## src/rtl/ldunit.sv

```systemverilog
// Load unit: accepts one load at a time, issues a single word-aligned read,
// waits for the returned word, then extracts and zero/sign-extends the
// addressed byte, half-word or word. Misaligned or illegal requests are
// answered with an error response without touching memory.
//
// Handshakes: a transfer happens on a rising clock edge where valid and ready
// are both high. req_ready is high only in IDLE; rsp_valid is high only in
// RESP, and rsp_data/rsp_err hold steady until rsp_ready is seen there.
// Every output is a flop or a decode of the state register, so no input
// reaches an output combinationally.
module ldunit #(
  parameter int ADDR_WIDTH = 32
) (
  input  logic                  clk,
  input  logic                  rst_n,
  input  logic                  req_valid,
  output logic                  req_ready,
  input  logic [ADDR_WIDTH-1:0] req_addr,
  input  logic [1:0]            req_size,
  input  logic                  req_signed,
  output logic                  mem_rd_en,
  output logic [ADDR_WIDTH-1:0] mem_addr,
  input  logic                  mem_rd_valid,
  input  logic [31:0]           mem_rd_data,
  output logic                  rsp_valid,
  input  logic                  rsp_ready,
  output logic [31:0]           rsp_data,
  output logic                  rsp_err,
  output logic [1:0]            dbg_state
);

  typedef enum logic [1:0] {
    S_IDLE  = 2'd0,
    S_ISSUE = 2'd1,
    S_WAIT  = 2'd2,
    S_RESP  = 2'd3
  } state_t;

  state_t                state_q, state_d;
  logic [1:0]            lane_q, lane_d;
  logic [1:0]            size_q, size_d;
  logic                  sgn_q, sgn_d;
  logic [ADDR_WIDTH-1:0] mem_addr_q, mem_addr_d;
  logic [31:0]           rsp_data_q, rsp_data_d;
  logic                  rsp_err_q, rsp_err_d;

  logic                  misaligned;
  logic [7:0]            byte_sel;
  logic [15:0]           half_sel;
  logic [31:0]           extracted;

  // Classify the incoming request: wrong alignment for its size, or size 11.
  always_comb begin
    misaligned = 1'b0;
    case (req_size)
      2'b00:   misaligned = 1'b0;
      2'b01:   misaligned = req_addr[0];
      2'b10:   misaligned = |req_addr[1:0];
      default: misaligned = 1'b1;
    endcase
  end

  // Select the addressed field from the returned word and extend it to 32 bits.
  always_comb begin
    byte_sel  = 8'h00;
    half_sel  = 16'h0000;
    extracted = mem_rd_data;
    case (lane_q)
      2'd0:    byte_sel = mem_rd_data[7:0];
      2'd1:    byte_sel = mem_rd_data[15:8];
      2'd2:    byte_sel = mem_rd_data[23:16];
      default: byte_sel = mem_rd_data[31:24];
    endcase
    half_sel = lane_q[1] ? mem_rd_data[31:16] : mem_rd_data[15:0];
    case (size_q)
      2'b00:   extracted = {{24{sgn_q & byte_sel[7]}}, byte_sel};
      2'b01:   extracted = {{16{sgn_q & half_sel[15]}}, half_sel};
      default: extracted = mem_rd_data;
    endcase
  end

  // Next-state and datapath register updates for the four-state load sequence.
  always_comb begin
    state_d    = state_q;
    lane_d     = lane_q;
    size_d     = size_q;
    sgn_d      = sgn_q;
    mem_addr_d = mem_addr_q;
    rsp_data_d = rsp_data_q;
    rsp_err_d  = rsp_err_q;
    case (state_q)
      S_IDLE: begin
        if (req_valid) begin
          lane_d     = req_addr[1:0];
          size_d     = req_size;
          sgn_d      = req_signed;
          mem_addr_d = {req_addr[ADDR_WIDTH-1:2], 2'b00};
          if (misaligned) begin
            rsp_err_d  = 1'b1;
            rsp_data_d = 32'h0;
            state_d    = S_RESP;
          end else begin
            rsp_err_d  = 1'b0;
            state_d    = S_ISSUE;
          end
        end
      end
      S_ISSUE: begin
        // The read strobe is decoded from this state; memory data is ignored here.
        state_d = S_WAIT;
      end
      S_WAIT: begin
        if (mem_rd_valid) begin
          rsp_data_d = extracted;
          state_d    = S_RESP;
        end
      end
      S_RESP: begin
        if (rsp_ready) begin
          state_d = S_IDLE;
        end
      end
      default: state_d = S_IDLE;
    endcase
  end

  // State and datapath registers; reset aborts any load in flight.
  always_ff @(posedge clk or negedge rst_n) begin
    if (!rst_n) begin
      state_q    <= S_IDLE;
      lane_q     <= 2'b00;
      size_q     <= 2'b00;
      sgn_q      <= 1'b0;
      mem_addr_q <= '0;
      rsp_data_q <= 32'h0;
      rsp_err_q  <= 1'b0;
    end else begin
      state_q    <= state_d;
      lane_q     <= lane_d;
      size_q     <= size_d;
      sgn_q      <= sgn_d;
      mem_addr_q <= mem_addr_d;
      rsp_data_q <= rsp_data_d;
      rsp_err_q  <= rsp_err_d;
    end
  end

  assign req_ready = (state_q == S_IDLE);
  assign mem_rd_en = (state_q == S_ISSUE);
  assign rsp_valid = (state_q == S_RESP);
  assign mem_addr  = mem_addr_q;
  assign rsp_data  = rsp_data_q;
  assign rsp_err   = rsp_err_q;
  assign dbg_state = state_q;

endmodule

```

## config.mk

```make
export PLATFORM = sky130hd
export DESIGN_NAME = ldunit
export DESIGN_NICKNAME = d
export VERILOG_FILES = /design/src/rtl/ldunit.sv
export SDC_FILE = /design/constraint.sdc
export NUM_CORES = 1
export LEC_CHECK = 0
export BUFFER_PORTS_ARGS = -buffer_cell sky130_fd_sc_hd__buf_2
export CELL_PAD_IN_SITES_DETAIL_PLACEMENT = 1
export CELL_PAD_IN_SITES_GLOBAL_PLACEMENT = 2
export CORE_MARGIN = 1
export CORE_UTILIZATION = 27
export CTS_BUF_LIST = sky130_fd_sc_hd__clkbuf_8
export CTS_CLUSTER_SIZE = 12
export DETAILED_ROUTE_END_ITERATION = 8
export GPL_ROUTABILITY_DRIVEN = 0
export PLACE_DENSITY_LB_ADDON = 0.1
export SYNTH_ARGS = -nofsm -noshare
export SYNTH_HDL_FRONTEND = slang
export SYNTH_SLANG_ARGS = --single-unit
```

## constraint.sdc

```tcl
create_clock -name clk -period 1.8 [get_ports clk]
set_input_delay 0.18 -clock clk [delete_from_list [all_inputs] [get_ports clk]]
set_output_delay 0.18 -clock clk [all_outputs]
set_load 0.02 [all_outputs]
```

# After elaboration in Yosys (flattened, before gate mapping)
# Cells that the tools add are included.
# totals
reg_bits,70
word_cells,44
output_inout_bits,70
# op_classes
bitwise_logic,2
reduce_logical,9
muxes,14
n_eq_ne,12
# ops
operator,n
$pmux 32 s2,2
$mux 32,3
$pmux 8 s3,1
$mux 16,1
$eq 2x1->1 const B,4
$eq 2x2->1 const B,4
$logic_not 2->1,4
$mux 2,4
$pmux 2 s4,1
$ne 2x1->1 const B,2
$ne 2x2->1 const B,2
$reduce_and 4->1,1
$pmux 1 s3,1
$reduce_and 3->1,1
$and 1x1->1,2
$reduce_and 2->1,1
$reduce_bool 2->1,1
$reduce_or 2->1,1
$mux 1,1

# Longest topological paths before layout
# logic_depth
depth_word,6
depth_mapped,8

# Worst setup path after synthesis
# Ideal clock, no wire load.
# synth_path
path_kind,reg2reg
start,"reg state_q[0], in the netlist dbg_state[0]"
end,"reg rsp_data_q[22], in the netlist rsp_data[22]"
required_ns,1.726
path_stages_with_launch,9
arrival_ns,2.074
period_less_slack_ns,2.148
setup_slack_ns,-0.348
setup_ns,0.074
cell_sequence,dfrtp_1 > inv_1 > ha_1 > buf_6 > nor2b_4 > a221o_2 > a31o_4 > buf_12 > o21ai_2
# synth_between
elab_chain_cells,3
# synth_lines
item,line,text
"start, declared",39,"state_t state_q, state_d;"
"start signal, assigned",138,state_q <= state_d;
$logic_not 2->1 *,--,
named net req_ready,17,"output logic req_ready,"
$ne 2x1->1 (no source line) (tied with other cells),--,
$reduce_and 4->1 (no source line),--,
"end signal, assigned",143,rsp_data_q <= rsp_data_d;
"end, declared",44,"logic [31:0] rsp_data_q, rsp_data_d;"
# The timed path passes the listed nets; every way through them passes the cells marked *.
# A chain may end at the register's enable or synchronous reset.

# Final worst setup path
# layout_path
start,"reg state_q[1], in the netlist dbg_state[1]"
end,"reg rsp_data_q[26], in the netlist rsp_data[26]"
# layout_between
elab_chain_cells,3
# layout_lines
item,line,text
$eq 2x2->1 or $logic_not 2->1 (tied branches),91,case (state_q)
$ne 2x2->1 (no source line) (tied with other cells),--,
$reduce_and 4->1 (no source line),--,
# Parallel ways exist; a longest one is shown, timed or not.

==> results.py <==
metrics = {
    "run_status": {
        "outcome": "complete, no violations",
    },
    "floorplan": {
        "die_x_um": 113.8,
        "die_area_sq_um": 12960,
        "pin_count": 142,
        "coreArea_sq_um": 12110,
        "fp.dieH_um": 113.8,
        "initial_core_util_pct": 27.88,
        "row_count": 40,
    },
    "logic_synthesis": {
        "syn_avg_cell_area_sq_um": 11.53,
        "ys_seq_area_share_pct": 51.87,
        "syn_area_sq_um": 3377,
        "yosys.area_share.adder_pct": 1.482,
        "synth_top_family_by_area": "multiplexers",
        "synth-edff-count": 0,
        "yosys-mux-area-fraction_pct": 15.60,
        "synth_area_leader_cell": "dfrtp_1",
        "synth_top_area_share_pct": 51.87,
        "synth_xor_area_share_pct": 0,
        "ys_types": 39,
        "yosys_register_bits": 70,
        "synthCells": 293,
        "synth_ff_type": "dfrtp_1",
        "yosysWarningCount": 0,
        "async_flop_share_pct": 100.0,
        "synthTopCellsByArea": "dfrtp_1 52%, mux2_2 15%, nand2_1 4.0%, nor2b_1 3.0%, o21ai_2 2.6%",
        "synthSimpleGateAreaFrac_pct": 13.26,
        "synth-compound-area-share_pct": 13.78,
    },
    "clock_network": {
        "numCtsBuffers": 9,
        "cts_tree": "done",
        "clkLatencyLatePin_ps": 370,
        "cts.reportedPaths.clkPinSlew_ps": 70,
        "htreeDepth": 3,
        "cts_max_path_buffers": 2,
        "clock_sinks": 70,
        "clockRootBuffer": "clkbuf_8",
    },
    "place": {
        "dpl_cell_area_sq_um": 4360,
        "io_buffers": 139,
        "hpwlAfterDp_um": 7348,
    },
    "setup_path": {
        "cp_cell_sequence": "inv_2 > ha_4 > nor2b_4 > a221o_2 > a31o_2 > o21ai_2",
        "cp_max_fo": 8,
        "crit_type": "register to register",
        "end_kind": "register",
        "slowest_delay_ps": 400,
        "critPathSlowestCell": "dfrtp_2",
        "critPathLaunchType": "register",
        "arrival_ps": 2040,
        "cp.required_ps": 2100,
    },
    "sta": {
        "rsz0062_at_grt": "yes",
        "drv_slew": 0,
        "fin_crit_sh_pct": 97.18,
        "fin_crit_ps": 1749,
        "timing.setup.tns_ps": 0,
        "tightest_slew_ps": 596.1,
        "setup_viol": 0,
        "clock.fmax_mhz": 571.7,
        "slew-limit-headroom_pct": 59.84,
        "skew_ps": 11.28,
        "hold_viol_final": 0,
    },
    "cells_and_area": {
        "n_antenna_cell": 0,
        "mostFrequentLayoutCell": "buf_2",
        "drive_gt1_share_pct": 53.22,
        "final_cell_mix": "138 x buf_2, 68 x dfrtp_1, 45 x mux2_2",
        "nets": 523,
        "finish.utilization_pct": 38.24,
        "area_growth_pct": 37.16,
        "finalInstanceArea_sq_um": 4632,
    },
    "route": {
        "wire_per_inst_um": 16.25,
        "wl_um": 10060,
        "drtIter0Drc": 85,
        "vias": 2827,
        "vias_per_cell": 4.567,
        "dr.pass1.iters": 4,
        "drcViolationCount": 0,
        "final_antenna_net_count": 0,
    },
    "job": {
        "drv_cap": 0,
    },
    "global_route": {
        "grt_pass1_vias": 2977,
        "grt_max_degree": 38,
        "track_usage_pct": 16.01,
        "antenna_found_initial": 0,
        "grt.overflow.total": 0,
        "grt_first_pass_wirelength_um": 15370,
    },
    "min_path": {
        "hold_path_class": "input pin to register",
    },
    "power": {
        "p_per_area_nw_per_um2": 1851,
        "finalPower_w": 0.008573,
        "power.leakage_nw": 2.268,
        "peakVddDrop_mv": 0.6583,
    },
}
==> through the flow <==
step                      std cells  hold slack (ps)  setup slack [ps]
after detailed placement        600            76.99            -21.17
after global routing            619            20.70            -21.76
after global placement          600            76.44             29.32
after floorplan                 294           -115.6            -84.05
after CTS                       616            17.10             21.31
final                           619            41.47             50.70
==> cell type report <==
class,instances,area (sq um)
Inverter,8,30.03
Tap cell,168,210.2
Clock buffer,10,137.6
Fill cell,1415,7480
Timing Repair Buffer,158,880.8
Clock inverter,5,76.32
Multi-Input combinational cell,200,1543
Sequential cell,70,1754
==> report_power, final <==
| part | leakage [nW] | switching [W] | internal (W) | total, W |
|---|---|---|---|---|
| Sequential | 0.869 | 0.000445 | 0.00226 | 0.00271 |
| Combinational | 1.28 | 0.00254 | 0.00191 | 0.00445 |
| Clock | 0.115 | 0.000611 | 0.000803 | 0.00141 |
| Total | 2.27 | 0.00360 | 0.00498 | 0.00857 |
==> per-layer routing <==
metal  share of wire (%)  vias up  track usage (%)
li1                    -     1345                -
met1                  44     1383            19.26
met2                  49       84            26.83
met3                 5.5       15            4.251
met4                 1.7        0            7.273
met5                   0        -                0
==> synth_stat cells, drive strengths merged, types with 2 or more instances <==
library cell / instances
dfrtp: 70
mux2: 45
nand2: 36
o21ai: 21
nor2b: 17
nand3: 11
clkbuf: 9
nor2: 9
buf: 8
inv: 8
nand2b: 8
o31ai: 8
a32o: 7
o22ai: 7
a21oi: 4
ha: 4
a221o: 2
a22o: 2
mux2i: 2
nand3b: 2
nor3: 2
==> worst max-delay path, delay by kind of cell, from the launching register on <==
kind / cells / cell delay, ps
AOI/OAI and AO/OA: 3 / 880
adders and majority gates: 1 / 190
buffers and inverters: 1 / 60
DFF: 1 / 400
and+or+nand+nor: 1 / 150
==> path summary, 6_finish.rpt <==
check,start,cells after the start,slack [ps],endpoint
setup / recovery,dbg_state[1],6,50,rsp_data[26]
hold / removal,req_addr[4],2,40,mem_addr[4]
setup reg to reg,dbg_state[1],6,50,rsp_data[26]
hold reg to reg,rsp_data[27],2,480,rsp_data[27]
max in group asynchronous,rst_n,3,950,dbg_state[0]
min in group asynchronous,rst_n,2,230,rsp_data[8]
==> cells by family (layout without fill, tap and decap cells) <==
group | after synthesis | in the layout
buffers and inverters | 25 | 181
DFF | 70 | 70
other | 1 | 2
adders and majority gates | 4 | 4
AOI/OAI and AO/OA | 57 | 58
muxes | 47 | 47
and+or+nand+nor | 89 | 89
==> registers in the layout, summed over array words and instances, names as in the netlist <==
signal / count
rsp_data: 32
mem_addr: 30
dbg_state: 2
lane_q: 2
size_q: 2
rsp_err: 1
sgn_q: 1
==> repair_timing <==
action | CTS | global route
pin swaps | 0 | 1
resized for setup | 2 | 1
hold buffers | 1 | 0
setup endpoints to repair | 7 | 7
hold endpoints to repair | 49 | 0
buffers inserted | 0 | 2
cloned | 0 | 1
Note: power is estimated with default switching activity, not from simulation.
